File: src/rtl/crc_err_rsp_fifo.sv
// Error-response queue between the CRC engine and the register wrapper.
// Shows one entry at a time in the ERR_FIFO registers; each firmware POP rising edge advances it.
module crc_err_rsp_fifo #(
    parameter int DEPTH = 8,
    parameter int LVL_W = $clog2(DEPTH + 1)
) (
    input  logic             i_sys_clk,
    input  logic             i_sys_arst,
    input  logic             i_push,
    input  logic [7:0]       i_err_rsp_code,
    input  logic [63:0]      i_poly,
    input  logic [31:0]      i_data_addr,
    input  logic [31:0]      i_crc_addr,
    input  logic [1:0]       i_poly_size_sel,
    input  logic [2:0]       i_rpt_num,
    input  logic [15:0]      i_req_id,
    input  logic             i_pop,
    output logic [7:0]       o_crc_err_fifo_pop_err_rsp_code_next,
    output logic [31:0]      o_crc_err_fifo_data0_poly_lsb_next,
    output logic [31:0]      o_crc_err_fifo_data1_poly_msb_next,
    output logic [31:0]      o_crc_err_fifo_data2_data_addr_next,
    output logic [31:0]      o_crc_err_fifo_data3_crc_addr_next,
    output logic [1:0]       o_crc_err_fifo_data4_crc_poly_size_sel_next,
    output logic [2:0]       o_crc_err_fifo_data4_crc_rpt_num_next,
    output logic [15:0]      o_crc_err_fifo_data4_crc_req_id_next,
    output logic             o_crc_err_fifo_pop_valid_wr_enable,
    output logic             o_crc_err_rsp_full_int_lvl,
    output logic [LVL_W-1:0] o_level,
    output logic [7:0]       o_drop_cnt
);

    localparam int PTR_W = $clog2(DEPTH);

    typedef struct packed {
        logic [7:0]  code;
        logic [63:0] poly;
        logic [31:0] data_addr;
        logic [31:0] crc_addr;
        logic [1:0]  size_sel;
        logic [2:0]  rpt_num;
        logic [15:0] req_id;
    } entry_t;

    typedef enum logic [1:0] {
        IDLE     = 2'd0,
        LOAD     = 2'd1,
        WAIT_POP = 2'd2
    } state_t;

    state_t             state_reg, state_next;
    entry_t             mem [DEPTH];
    entry_t             head_reg;
    entry_t             entry_in;
    logic [PTR_W-1:0]   wptr_reg, rptr_reg;
    logic [LVL_W-1:0]   count_reg;
    logic               pop_q_reg;
    logic [7:0]         drop_cnt_reg;
    logic               pop_edge, dequeue, fifo_full, push_ok, drop;

    assign entry_in = '{code: i_err_rsp_code, poly: i_poly, data_addr: i_data_addr,
                        crc_addr: i_crc_addr, size_sel: i_poly_size_sel,
                        rpt_num: i_rpt_num, req_id: i_req_id};

    assign pop_edge  = i_pop & ~pop_q_reg;
    assign fifo_full = (count_reg == LVL_W'(DEPTH));
    // A dequeue in the same cycle frees the slot, so a push at full is still accepted.
    assign push_ok   = i_push & (~fifo_full | dequeue);
    assign drop      = i_push & fifo_full & ~dequeue;

    always_comb begin
        state_next = state_reg;
        dequeue    = 1'b0;
        case (state_reg)
            IDLE: begin
                if (count_reg != '0) begin
                    dequeue    = 1'b1;
                    state_next = LOAD;
                end
            end
            LOAD:     state_next = WAIT_POP;
            WAIT_POP: if (pop_edge) state_next = IDLE;
            default:  state_next = IDLE;
        endcase
    end

    always_ff @(posedge i_sys_clk or posedge i_sys_arst) begin
        if (i_sys_arst) begin
            state_reg <= IDLE;
            pop_q_reg <= 1'b0;
        end else begin
            state_reg <= state_next;
            pop_q_reg <= i_pop;
        end
    end

    // Storage array has no reset; the count alone decides which slots are live.
    always_ff @(posedge i_sys_clk) begin
        if (push_ok) mem[wptr_reg] <= entry_in;
    end

    always_ff @(posedge i_sys_clk or posedge i_sys_arst) begin
        if (i_sys_arst) begin
            wptr_reg     <= '0;
            rptr_reg     <= '0;
            count_reg    <= '0;
            drop_cnt_reg <= '0;
            head_reg     <= '0;
        end else begin
            if (push_ok) wptr_reg <= wptr_reg + PTR_W'(1);
            if (dequeue) begin
                rptr_reg <= rptr_reg + PTR_W'(1);
                head_reg <= mem[rptr_reg];
            end
            case ({push_ok, dequeue})
                2'b10:   count_reg <= count_reg + LVL_W'(1);
                2'b01:   count_reg <= count_reg - LVL_W'(1);
                default: count_reg <= count_reg;
            endcase
            if (drop && drop_cnt_reg != 8'hFF) drop_cnt_reg <= drop_cnt_reg + 8'd1;
        end
    end

    assign o_crc_err_fifo_pop_err_rsp_code_next        = head_reg.code;
    assign o_crc_err_fifo_data0_poly_lsb_next          = head_reg.poly[31:0];
    assign o_crc_err_fifo_data1_poly_msb_next          = head_reg.poly[63:32];
    assign o_crc_err_fifo_data2_data_addr_next         = head_reg.data_addr;
    assign o_crc_err_fifo_data3_crc_addr_next          = head_reg.crc_addr;
    assign o_crc_err_fifo_data4_crc_poly_size_sel_next = head_reg.size_sel;
    assign o_crc_err_fifo_data4_crc_rpt_num_next       = head_reg.rpt_num;
    assign o_crc_err_fifo_data4_crc_req_id_next        = head_reg.req_id;
    assign o_crc_err_fifo_pop_valid_wr_enable          = (state_reg == LOAD);
    assign o_crc_err_rsp_full_int_lvl                  = fifo_full;
    assign o_level                                     = count_reg;
    assign o_drop_cnt                                  = drop_cnt_reg;

endmodule

File: config.mk
export PLATFORM = sky130hd
export DESIGN_NAME = crc_err_rsp_fifo
export DESIGN_NICKNAME = d
export VERILOG_FILES = /design/src/rtl/crc_err_rsp_fifo.sv
export SDC_FILE = /design/constraint.sdc
export NUM_CORES = 2
export LEC_CHECK = 0
export ABC_AREA = 1
export CORE_MARGIN = 5
export CORE_UTILIZATION = 25
export DETAILED_ROUTE_END_ITERATION = 8
export PLACE_DENSITY_LB_ADDON = 0.3
export SETUP_SLACK_MARGIN = 0.2
export SLEW_MARGIN = 25
export SYNTH_ARGS = -nofsm -noshare
export SYNTH_HDL_FRONTEND = slang
export SYNTH_SLANG_ARGS = --single-unit
File: constraint.sdc
create_clock -name i_sys_clk -period 26.7 [get_ports i_sys_clk]
set_input_delay 5.34 -clock i_sys_clk [delete_from_list [all_inputs] [get_ports i_sys_clk]]
set_output_delay 5.34 -clock i_sys_clk [all_outputs]
set_load 0.005 [all_outputs]
# Word-level counts from Yosys, hierarchy flattened

Memory sizes are Yosys's and may differ from the RTL's. A register that Yosys moved wholly into a read port is not among the register bits.
Cells that the tools add are included.

Add/sub/neg operators: 5
Multipliers: 0
Divide/modulo/power cells: 0
$lt $le $gt $ge: 0
Equal/unequal tests: 8
Shift operators: 0
Mux-type cells: 8
Bitwise gates (word level): 8
Reduce and logical (&&, ||, !) cells: 5

Operator list:

| operator                                                            | count |
|---|---|
| 8-bit by 1-bit adder with 8-bit output (second input constant)      | 1 |
| 8-bit != test (second input constant)                               | 1 |
| 4-bit case mux with 2 select lines                                  | 1 |
| 3-bit by 1-bit adder with 3-bit output (second input constant)      | 2 |
| 2-bit case mux with 3 select lines                                  | 1 |
| 4-bit by 1-bit adder with 4-bit output (second input constant)      | 1 |
| 1-bit bitwise AND                                                   | 4 |
| 2-bit by 1-bit == test with 1-bit output (second input constant)    | 2 |
| 2-bit == test (second input constant)                               | 2 |
| 4-bit == test (second input constant)                               | 1 |
| 1-bit 2-to-1 mux                                                    | 4 |
| 2-bit 2-to-1 mux                                                    | 2 |
| 2-bit != test (second input constant)                               | 2 |
| 4-bit nonzero test                                                  | 1 |
| 4-bit by 1-bit subtractor with 4-bit output (second input constant) | 1 |
| 1-bit inverter                                                      | 3 |
| 2-bit zero test                                                     | 1 |
| 2-bit AND reduction                                                 | 1 |
| 2-bit nonzero test                                                  | 1 |
| 1-bit logical AND                                                   | 1 |
| 1-bit bitwise OR                                                    | 1 |

Bits in registers: 21
Latch bits: 0
Bits in writable memories: 1256
Memory bits (read-only): 0
Input port bits: 161
Output and inout port bits: 171
Word-level logic and storage cells: 41
Memories kept: 1

Memories:

| memory | depth | width | read ports | clocked after Yosys merged registers in | write ports | line | text |
|---|---|---|---|---|---|---|---|
| mem    | 8     | 157   | 1          | 1                                       | 1           | 51   | `entry_t mem [DEPTH];` |

# Longest topological paths before layout

Depth after elaboration: 7
Gate-level depth with buffers: 12
Mapped depth without buffers: 12

# Worst setup path after synthesis

No wires, ideal clock.

Path kind: input port to flip-flop
From: input port i_push
To: memory mem[0][0] (netlist bit) (enable)
Data arrival time: 12.259 ns
Required time: 26.024 ns
Slack: 13.765 ns
Stages: 3
Path buffers: 0
Path through: nand2_1 -> or2_2 -> nor2_1

Word-level cells in the longest chain between the ends: 3

Ends and longest elaborated chain:

| what                                   | line | text |
|---|---|---|
| start, declared                        | 9    | `input logic i_push,` |
| 1-bit bitwise AND                      | 67   | `assign push_ok = i_push & (~fifo_full \| dequeue);` |
| 1-bit 2-to-1 mux                       | 98   | `if (push_ok) mem[wptr_reg] <= entry_in;` |
| 1-bit 2-to-1 mux (not written as such) | 98   |  |
| end, declared                          | 51   |  |

No other way between the ends.

# Worst setup path after layout

From: input port i_push
To: memory mem[5][88] (netlist bit) (enable)

Same word-level chain as after synthesis.

==> flow_summary.ini <==
[routing]
route.detailed.drc = 0
avgViaCountPerCell = 4.322
drtIter0Drc = 1918
wire_per_inst_um = 20.46
dr.pass1.iters = 5
vias = 31230
finalWirelength_mm = 147.8
postRouteAntennaNets = 0

[synth]
synth_warnings = 0
async_flop_share_pct = 12.41
synth_edf_count = 1256
synthFlopType = edfxtp_1
synth-seq-cells = 1434
synthDistinctLibCells = 29
synth_area_per_cell_um2 = 14.70
synth_cells = 3788
synthesis.area_mm2 = 0.05567
syn_nets = 3953
ys_seq_area_share_pct = 75.75

[worst_setup_path]
path_max_fanout = 57
critPathKind = in -> reg
r2r-start = state_reg[1]
end_kind = register
crit_start = i_push
crit_arrival_ns = 8.62
crit_path_start_kind = input port
required_ns = 27.12

[finish]
largest-register = mem
nFillCells = 22000
drive_above_1_share_pct = 7.949
nets = 4257
syn_to_final_growth_pct = 21.20
largest_register_ffs = 1256

[global_route]
grtUsageTotal_pct = 12.49
grt_max_degree = 161
grt_use_met2_pct = 21.13
grt_pass1_wl_mm = 216.4
grtUsageMet1_pct = 15.70
met3_usage_pct = 2.728
grt_overflow = 0
grt.busiest_layer = met2
grt_pass1_vias = 31560
grt_antenna_before_repair = 49

[floorplanning]
dieArea_mm2 = 0.2322
num_rows = 173
start_util_pct = 25.09
fp.dieH_um = 481.9
core_area_mm2 = 0.2219
die_w_um = 481.9
pin_count = 332

[cts]
clock_latency_ns = 0.79
cts_hold_buf = 0
clk_pin_slew_ns = 0.05
cts_buffer_depth = 3
post_cts_buffers = 0
cts_resized = 0
ctsRootBufferMaster = clkbuf_16
htreeDepth = 4
clkSinkCount = 1434
cts_tree = done
numCtsBuffers = 162

[sta]
fin_tns_setup_ns = 0
timing.slew.headroom_pct = 21.03
fmax_ghz = 0.1220
setup_viol = 0
finClkSkew_ns = 0.02705
finalCriticalPeriod_ns = 8.194
grt_setup_unrepaired = no
slew_viol_final = 0
worst_slew_pin_slew_ns = 1.185
fin_crit_sh_pct = 30.69
hold_viol = 0

[placed_design]
port_buffers = 331
hpwl_mm = 81.78
place.gp.congestion = 0.7333

[min_path]
min_from = o_crc_err_fifo_data1_poly_msb_next[31]
hp-class = reg -> reg

[outcome]
status = complete, no violations

[pwr]
finalPower_mw = 7.517
total_leakage_power_nw = 23.68
p_per_area_mw_per_mm2 = 111.4
ir_drop_uv = 66.14

[job]
maxCapViolCount = 0
[power by group]
| part | switching [mW] | internal [mW] |
|---|---|---|
| logic | 1.47 | 0.827 |
| registers | 0.184 | 2.87 |
| clock network | 0.906 | 1.26 |
| total | 2.56 | 4.96 |
[synthesized netlist by cell type (all sizes together), types with 4 or more instances]
| cell | n | area share (%) |
|---|---|---|
| o21ai | 467 | 4.2 |
| nand2 | 304 | 2.1 |
| buf | 99 | 1.1 |
| clkbuf | 140 | 0.95 |
| o211ai | 219 | 3.0 |
| edfxtp | 1256 | 68 |
| a21oi | 314 | 2.8 |
| nand4 | 4 | 0.045 |
| nor2 | 17 | 0.11 |
| xnor2 | 4 | 0.063 |
| mux2i | 314 | 5.6 |
| inv | 290 | 2.0 |
| nand3 | 115 | 1.0 |
| xor2 | 9 | 0.14 |
| mux2 | 48 | 0.97 |
| ha | 4 | 0.090 |
| dfrtp | 178 | 8.0 |
[stage by stage]
stage | setup slack (ns) | cell area [um2] | hold WS (ns) | std cells | utilization (%)
2_1_floorplan | 13.77 | 55670 | 0.4702 | 3788 | -
3_3_place_gp | 17.54 | 62090 | 0.4655 | 6899 | 27.98
3_5_place_dp | 17.56 | 62170 | 0.4668 | 6902 | 28.02
4_1_cts | 18.45 | 67380 | 0.4826 | 7201 | 30.37
5_1_grt | 18.30 | 67440 | 0.4978 | 7215 | 30.40
6_report | 18.51 | 67470 | 0.4754 | 7225 | 30.41
[final timing paths]
check | end | slack (ns) | depth (start not counted)
worst max-delay path | mem[5][88] | 18.51 | 7
worst min-delay path | o_crc_err_fifo_data1_poly_msb_next[31] | 0.48 | 2
worst max register to register | mem[5][88] | 22.20 | 9
worst min register to register | o_crc_err_fifo_data1_poly_msb_next[31] | 0.48 | 2
max in group asynchronous | o_crc_err_fifo_data2_data_addr_next[0] | 20.41 | 3
min in group asynchronous | o_crc_err_fifo_pop_err_rsp_code_next[1] | 5.04 | 2
[logic make-up after synthesis]
group                    synth area share, %
XOR/XNOR                              0.2045
multiplexers                           6.617
AND/OR/NAND/NOR                        3.315
adder cells (fa/ha/maj)              0.08991
AO/OA/AOI/OAI                          9.989
flip-flops                             75.75
buffers and inverters                  4.030
[cell type report]
cell class | instances | area [um2] | area share [%]
diodes | 23 | 57.56 | 0.08531
clock buffers | 236 | 4484 | 6.647
clock inverters | 63 | 723.2 | 1.072
inverters | 291 | 1115 | 1.652
multi-input cells | 1824 | 11330 | 16.79
flip-flops and latches | 1434 | 42180 | 62.52
well taps | 2975 | 3722 | 5.517
repair buffers | 379 | 3857 | 5.717
[worst max-delay path, cell delays in order]
cell	delay, ns
clkdlybuf4s50_1	0.50
nand2_1	0.13
inv_2	0.11
nand2_1	0.23
nor2_4	0.77
buf_4	0.86
buf_4	0.55
[cells in the final DEF (no fill, tap or decap), drive strengths merged]
master / count
inv: 300
clkinvlp: 5
o211ai: 219
dfrtp: 178
o21ai: 467
nor2: 17
or2: 1
nand4: 4
buf: 48
xor2: 9
a21oi: 314
clkdlybuf4s50: 331
bufinv: 9
ha: 4
mux2: 48
nand2: 304
edfxtp: 1256
nor4: 1
nand3: 115
clkbuf: 236
mux2i: 314
clkinv: 40
diode: 23
nor3: 2
o21bai: 1
xnor2: 4
[routing by layer]
layer  up-vias  routed length, um
li1      14710                  -
met1     15680              64360
met2       582              72360
met3       237               6777
met4        24               4198
met5         -                154
(Power assumes the default switching activity.)
